$ cat src/rtl/u409_tick_gen.sv
// 50/60Hz tick generator: two directly divided square waves on CLK6, rise strobes and a
// glitch-free PAL/NTSC-selected tick. Define TICK_FRAC_EN for fractional-remainder correction.
module u409_tick_gen #(
  parameter int unsigned CLK_HZ    = 6000000,
  parameter int unsigned TICK_A_HZ = 60,
  parameter int unsigned TICK_B_HZ = 50
) (
  input  logic CLK6,
  input  logic RESET,
  input  logic TICK_EN,
  input  logic PAL,
  output logic TICK60,
  output logic TICK50,
  output logic TICK60_STB,
  output logic TICK50_STB,
  output logic TICK_SEL,
  output logic TICK_SEL_STB
);

  localparam int unsigned HALF_A   = CLK_HZ / (2 * TICK_A_HZ);
  localparam int unsigned HALF_B   = CLK_HZ / (2 * TICK_B_HZ);
  localparam int unsigned HALF_MAX = (HALF_A > HALF_B) ? HALF_A : HALF_B;
  localparam int unsigned CNT_W    = $clog2(HALF_MAX + 1);

  if (HALF_A < 2 || HALF_B < 2) begin : g_bad_half
    $error("u409_tick_gen: each half period must be at least 2 clocks");
  end

  // Index 0 is channel A (TICK60), index 1 is channel B (TICK50).
  logic [1:0] lvl_q, lvl_d, stb_q;

  for (genvar ch = 0; ch < 2; ch++) begin : g_ch
    localparam int unsigned HALF = (ch == 0) ? HALF_A : HALF_B;

    logic [CNT_W-1:0] cnt_q, cnt_d;
    logic             term;
    logic             l_q, l_d, s_q, s_d;

`ifdef TICK_FRAC_EN
    localparam int unsigned MOD   = 2 * ((ch == 0) ? TICK_A_HZ : TICK_B_HZ);
    localparam int unsigned REM   = CLK_HZ % MOD;
    localparam int unsigned ACC_W = $clog2(MOD);

    logic [ACC_W-1:0] acc_q, acc_d;
    logic [ACC_W:0]   sum;
    logic             extra;

    // A half period is stretched by one clock whenever the running remainder wraps.
    always_comb begin
      sum   = {1'b0, acc_q} + (ACC_W + 1)'(REM);
      extra = (sum >= (ACC_W + 1)'(MOD));
      term  = TICK_EN && (cnt_q == (extra ? CNT_W'(HALF) : CNT_W'(HALF - 1)));
      acc_d = acc_q;
      if (term) begin
        acc_d = extra ? ACC_W'(sum - (ACC_W + 1)'(MOD)) : sum[ACC_W-1:0];
      end
    end

    always_ff @(posedge CLK6) begin
      if (RESET) begin
        acc_q <= '0;
      end else begin
        acc_q <= acc_d;
      end
    end
`else
    assign term = TICK_EN && (cnt_q == CNT_W'(HALF - 1));
`endif

    always_comb begin
      cnt_d = cnt_q;
      l_d   = l_q;
      s_d   = 1'b0;
      if (term) begin
        cnt_d = '0;
        l_d   = ~l_q;
        s_d   = ~l_q;
      end else if (TICK_EN) begin
        cnt_d = cnt_q + CNT_W'(1);
      end
    end

    always_ff @(posedge CLK6) begin
      if (RESET) begin
        cnt_q <= '0;
        l_q   <= 1'b0;
        s_q   <= 1'b0;
      end else begin
        cnt_q <= cnt_d;
        l_q   <= l_d;
        s_q   <= s_d;
      end
    end

    assign lvl_q[ch] = l_q;
    assign lvl_d[ch] = l_d;
    assign stb_q[ch] = s_q;
  end

  typedef enum logic [1:0] {StA, StB, StPendA, StPendB} sel_state_e;

  sel_state_e state_q, state_d;
  logic       sel_q, sel_d, sel_stb_q;

  // Pending states hold TICK_SEL until the target toggles onto the held level.
  always_comb begin
    state_d = state_q;
    sel_d   = sel_q;
    if (TICK_EN) begin
      unique case (state_q)
        StA: begin
          if (PAL) state_d = StPendB;
          else     sel_d   = lvl_d[0];
        end
        StB: begin
          if (!PAL) state_d = StPendA;
          else      sel_d   = lvl_d[1];
        end
        StPendB: begin
          if (!PAL) begin
            state_d = StA;
          end else if ((lvl_d[1] != lvl_q[1]) && (lvl_d[1] == sel_q)) begin
            state_d = StB;
          end
        end
        StPendA: begin
          if (PAL) begin
            state_d = StB;
          end else if ((lvl_d[0] != lvl_q[0]) && (lvl_d[0] == sel_q)) begin
            state_d = StA;
          end
        end
        default: state_d = StA;
      endcase
    end
  end

  always_ff @(posedge CLK6) begin
    if (RESET) begin
      state_q   <= PAL ? StB : StA;
      sel_q     <= 1'b0;
      sel_stb_q <= 1'b0;
    end else begin
      state_q   <= state_d;
      sel_q     <= sel_d;
      sel_stb_q <= sel_d & ~sel_q;
    end
  end

  assign TICK60       = lvl_q[0];
  assign TICK50       = lvl_q[1];
  assign TICK60_STB   = stb_q[0];
  assign TICK50_STB   = stb_q[1];
  assign TICK_SEL     = sel_q;
  assign TICK_SEL_STB = sel_stb_q;

endmodule
$ cat config.mk
export PLATFORM = sky130hd
export DESIGN_NAME = u409_tick_gen
export DESIGN_NICKNAME = d
export VERILOG_FILES = /design/src/rtl/u409_tick_gen.sv
export SDC_FILE = /design/constraint.sdc
export NUM_CORES = 1
export LEC_CHECK = 0
export ABC_AREA = 1
export CORE_MARGIN = 3
export CORE_UTILIZATION = 25
export DETAILED_ROUTE_END_ITERATION = 10
export HOLD_SLACK_MARGIN = 0.03
export SLEW_MARGIN = 10
export SYNTH_ARGS = -nofsm -noshare
export SYNTH_HDL_FRONTEND = slang
export SYNTH_SLANG_ARGS = --single-unit
$ cat constraint.sdc
create_clock -name CLK6 -period 2.3 [get_ports CLK6]
set_clock_uncertainty 0.1 [all_clocks]
set_input_delay 0.69 -clock CLK6 [delete_from_list [all_inputs] [get_ports CLK6]]
set_output_delay 0.69 -clock CLK6 [all_outputs]
set_load 0.05 [all_outputs]
# Word level (Yosys, flattened, before mapping)
# Index checks and enable logic that the tools add are counted.
[totals] ff_bits=40 inputBits=4 output_inout_bits=6 elab_cells=57
[classes] addsub=2 eq_ne=13 n_mux=16 bitwise=6 n_reduce_logical=11
[ops] operator="16-bit by 1-bit adder with 16-bit output (second input constant)" count=2
[ops] operator="16-bit equality test (second input constant)" count=2
[ops] operator="2-bit two-way mux" count=8
[ops] operator="4-bit inequality test (second input constant)" count=2
[ops] operator="2-bit one-hot mux with 4 select lines" count=1
[ops] operator="2-bit OR reduction" count=4
[ops] operator="1-bit two-way mux" count=6
[ops] operator="3-bit inequality test (second input constant)" count=2
[ops] operator="1-bit NOT" count=5
[ops] operator="5-bit AND reduction" count=1
[ops] operator="2-bit equality test (second input constant)" count=2
[ops] operator="1-bit logical AND" count=4
[ops] operator="1-bit equality test" count=2
[ops] operator="2-bit by 1-bit equality test with 1-bit output (second input constant)" count=1
[ops] operator="2-bit zero test" count=1
[ops] operator="1-bit inequality test" count=2
[ops] operator="1-bit one-hot mux with 2 select lines" count=1
[ops] operator="2-bit nonzero test" count=1
[ops] operator="1-bit bitwise AND" count=1

# Longest topological paths before layout
# Gate-level depths: netlist of the first run.
[depth] ltp_word=10 mapped_depth=12 mapped_depth_nobuf=12

# Worst setup path after synthesis of the first run
# Ideal clock, no wire load.
[synth_path] path_type="input to register" startpoint="input port TICK_EN" endpoint="register state_q[0] (enable)" setup_time_ns=0.297 arrival_time_ns=1.445 path_slack_ns=0.459 path_stages=9 path_cell_list="buf_6 -> nand2_1 -> inv_1 -> nand2_1 -> nor2_1 -> nand2_1 -> o211ai_1 -> nand3_1 -> nand2_1"
[synth_between] elab_chain_len=6
[synth_rtl] element="start: declaration" line_no="10" source="input logic TICK_EN,"
[synth_rtl] element="1-bit logical AND" line_no="67" source="assign term = TICK_EN && (cnt_q == CNT_W'(HALF - 1));"
[synth_rtl] element="1-bit two-way mux" line_no="74" source="if (term) begin"
[synth_rtl] element="1-bit inequality test, or another cell as far along" line_no="122" source="end else if ((lvl_d[1] != lvl_q[1]) && (lvl_d[1] == sel_q)) begin"
[synth_rtl] element="1-bit logical AND (on tied branches)" line_no="122, 129"
[synth_rtl] element="4-bit inequality test (no line)"
[synth_rtl] element="5-bit AND reduction (no line) *"
[synth_rtl] element="end signal: assignment" line_no="140" source="state_q <= PAL ? StB : StA;"
[synth_rtl] element="end signal: assignment" line_no="144" source="state_q <= state_d;"
[synth_rtl] element="end: declaration" line_no="102" source="sel_state_e state_q, state_d;"
# Every way passes the cells marked *; elsewhere a longest branch is shown, timed or not.
# A chain may end at the register's enable or synchronous reset.

# Final worst setup path of the first run
[layout_path] startpoint="register g_ch[1].s_q (netlist: TICK50_STB)" endpoint="output port TICK50_STB"
[layout_lines] element="start: declaration" line_no="37" source="logic l_q, l_d, s_q, s_d;"
[layout_lines] element="start signal: assignment" line_no="87" source="s_q <= 1'b0;"
[layout_lines] element="start signal: assignment" line_no="91" source="s_q <= s_d;"
[layout_lines] element="end: declaration" line_no="15" source="output logic TICK50_STB,"
# No word-level cell between the ends.

==> results by group, run 1 <==
Setup path
  • Worst path bufs/invs: 1
  • Setup crit start: TICK50_STB
  • CP max stage cell: clkdlybuf4s50_1
  • Worst-case reg-to-reg path depth: 9
  • Crit Reg-Reg Startpoint: g_ch[0].cnt_q[0]
  • Crit. End Element: output pin
  • WP data arrival: around 1400 ps
  • Reg-to-Reg End: state_q[0]
  • Critical Path Stages: 1
  • Startpoint types: flip-flop
  • Critical path class: flip-flop to output pin
  • Worst stage delay on the critical path: 800 ps
  • Crit-path cells: clkdlybuf4s50_1
  • Setup crit end: TICK50_STB
  • Top delay family on crit path: buffers and inverters
  • Reg2Reg Setup Slack: 490 ps
  • CP max FO: 1
  • CP required: ~1500 ps

Outcome
  • Status: finished, final reports clean

Clock tree
  • Num CTS Buffers: 5
  • PostCTS Resize Cnt: 0
  • CTS tree: built
  • Setup repair bufs after CTS: 0
  • Clock Tree Buf Depth: 2
  • # H-tree levels: 2
  • Clock insertion delay at the later pin of the skew report: 290 ps
  • CTS sink count: 40
  • Root buffer cell: clkbuf_8
  • Clk pin slew, worst setup/hold paths: 70 ps
  • Hold_buf cts: 0

Detailed routing
  • Drt first pass iters: 4
  • Routed Antenna Nets: 0
  • Vias per cell: 4.30
  • DRC: 0
  • Drt total wl: 3.90 mm
  • Vias: 1749
  • Wire per inst: 9.58 um
  • Iteration-0 DRC Markers: 55

Die
  • Row Count: 31
  • Total core area: 7450 sq um
  • Starting Density: 0.264
  • Chip Width: 94.7 um
  • IO Pins: 10
  • Die area: 8970 sq um
  • Die height: around 95 um

Global routing
  • All-Layer GR Usage: 0.0961
  • First-pass GRT wire length: between 6 and 7 mm
  • Initial antenna violation count: 0
  • Largest net degree at the start of global routing: 12
  • Vias in the first global route: 1686
  • Gr ovfl total: 0

Timing
  • Final Hold Fails: 0
  • Crit path time final: 2190 ps
  • RSZ-0062 raised after global routing: false
  • Fin crit share: 0.953
  • Setup TNS: 0 ps
  • Setup-failing EPs final: 0
  • Count of pins over their slew limit: 0
  • Max Clk Rate: 456 MHz
  • Slew margin rel.: 0.657
  • Post-route worst setup slack: 108 ps
  • Worst Tran Pin Value: between 500 and 600 ps

Synthesis
  • Unique masters post-synth: 27
  • Post-synth top area share: 0.387
  • Synth Register Bits: 40
  • Synthesized Nets: 277
  • Netlist Area Pre-Place: 1970 sq um
  • Synth Flop Type: dfxtp_1
  • Synth top cells by count: nand2_1, nor2_1, dfxtp_1
  • Largest area contributor in the netlist: dfxtp_1
  • Cell count after synthesis: 271
  • Post-synthesis sequential area ratio: 0.417
  • Synth top area cells: dfxtp_1, nand2_1, nor2_1
  • Async S/R FF share, synth: 0
  • Yosys warns: 0
  • Avg Inst Size Synth: 7.26 sq um
  • Number of enable flip-flop cells after synthesis: 2
  • Most frequent cell after synthesis: nand2_1

Placed design
  • Routability congestion estimate: 0.813
  • Post-DP HPWL: 3.09 mm
  • Port Buffers: 9
  • DP Worst Slack: -157 ps

Finish
  • Fill count: 828
  • Layout cell share with drive strength beyond 1: 0.159
  • N_diodes: 0
  • # nets final: between 300 and 400
  • Area Overhead vs Synth: 22.5%

Hold path
  • Hold depth: 2
  • Hold Path Class: flip-flop to flip-flop
  • HP Start: g_ch[1].cnt_q[0]

Power
  • Pwr dens: 516 nW/um^2
  • Leak: 0.981 nW
  • Peak supply drop: 238 uV

Job
  • Max_cap viols: 0
## how the worst min path moves through the flow
stage,to
2_1_floorplan,g_ch[0].cnt_q[9]
3_3_place_gp,g_ch[1].cnt_q[0]
3_5_place_dp,g_ch[1].cnt_q[0]
4_1_cts,g_ch[1].cnt_q[0]
5_1_grt,g_ch[1].cnt_q[1]
6_report,g_ch[1].cnt_q[0]
## final cells by class
cell class	count	area (sq um)	area share
multi-input combinational	190	982	0.408
sequential	40	821	0.341
timing repair buffer	33	263	0.109
inverter	38	143	0.0592
tap	99	124	0.0514
clock buffer	6	72.6	0.0301
clock inverter	1	5.00	0.00208
## where the power goes
| group | total (mW) | switching (mW) | internal (mW) | leakage, nW |
|---|---|---|---|---|
| clock | 0.428 | 0.222 | 0.206 | 0.0410 |
| sequential | 0.721 | 0.0100 | 0.711 | 0.328 |
| combinational | 0.0954 | 0.0559 | 0.0395 | 0.613 |
## logic make-up (layout without fill, tap and decap cells)
family | Yosys count | count (layout) | share of synthesized area
XOR/XNOR | 12 | 12 | 0.0534
buffers and inverters | 41 | 78 | 0.0833
AO/OA/AOI/OAI | 41 | 41 | 0.112
flip-flops | 40 | 40 | 0.417
adder cells (fa/ha/maj) | 2 | 2 | 0.0127
AND/OR/NAND/NOR | 135 | 135 | 0.321
## registers in the layout, summed over array words and instances (netlist names)
register / count
TICK_SEL: 1
TICK60_STB: 1
state_q: 2
TICK60: 1
TICK50: 1
TICK50_STB: 1
g_ch.cnt_q: 32
TICK_SEL_STB: 1
## metrics by stage
step                      total power [mW]  hold slack (ps)  std cells  area (sq um)   util
after floorplan                      0.796              349        271          1970      -
after global placement               0.832              365        400          2330  0.313
after detailed placement             0.833              377        400          2330  0.313
after CTS                             1.27              387        407          2410  0.324
after global routing                  1.31              408        407          2410  0.324
final                                 1.24              379        407          2410  0.324
## layer usage
metal  up-vias  global-route usage  share of wire
met5         -                   0              0
li1        938                   -              -
met1       783               0.119           0.48
met3         8              0.0247          0.037
met4         0              0.0397          0.015
met2        20               0.158           0.47
## placed cells by master, fill, tap and decap left out, drive strengths merged
cell,Yosys,layout
o21ai,13,13
xor2,9,9
nor2,47,47
buf,3,27
o211ai,2,2
edfxtp,2,2
clkbuf,0,6
nand2,57,57
o21a,4,4
nor3,3,3
nand3,17,17
ha,2,2
xnor2,3,3
clkdlybuf4s50,0,6
a21oi,22,22
and3,1,1
clkinv,0,1
nand4,9,9
nor3b,1,1
inv,38,38
dfxtp,38,38
No activity file was read; power rests on OpenSTA's default activity.
==> run 2, diff against run 1 <==
CAP_MARGIN = 30   (was default)
CTS_CLUSTER_DIAMETER = 60   (was default)
==> results of run 2 <==
Same layout as run 1: the final DEF is identical, and so are final timing and power.
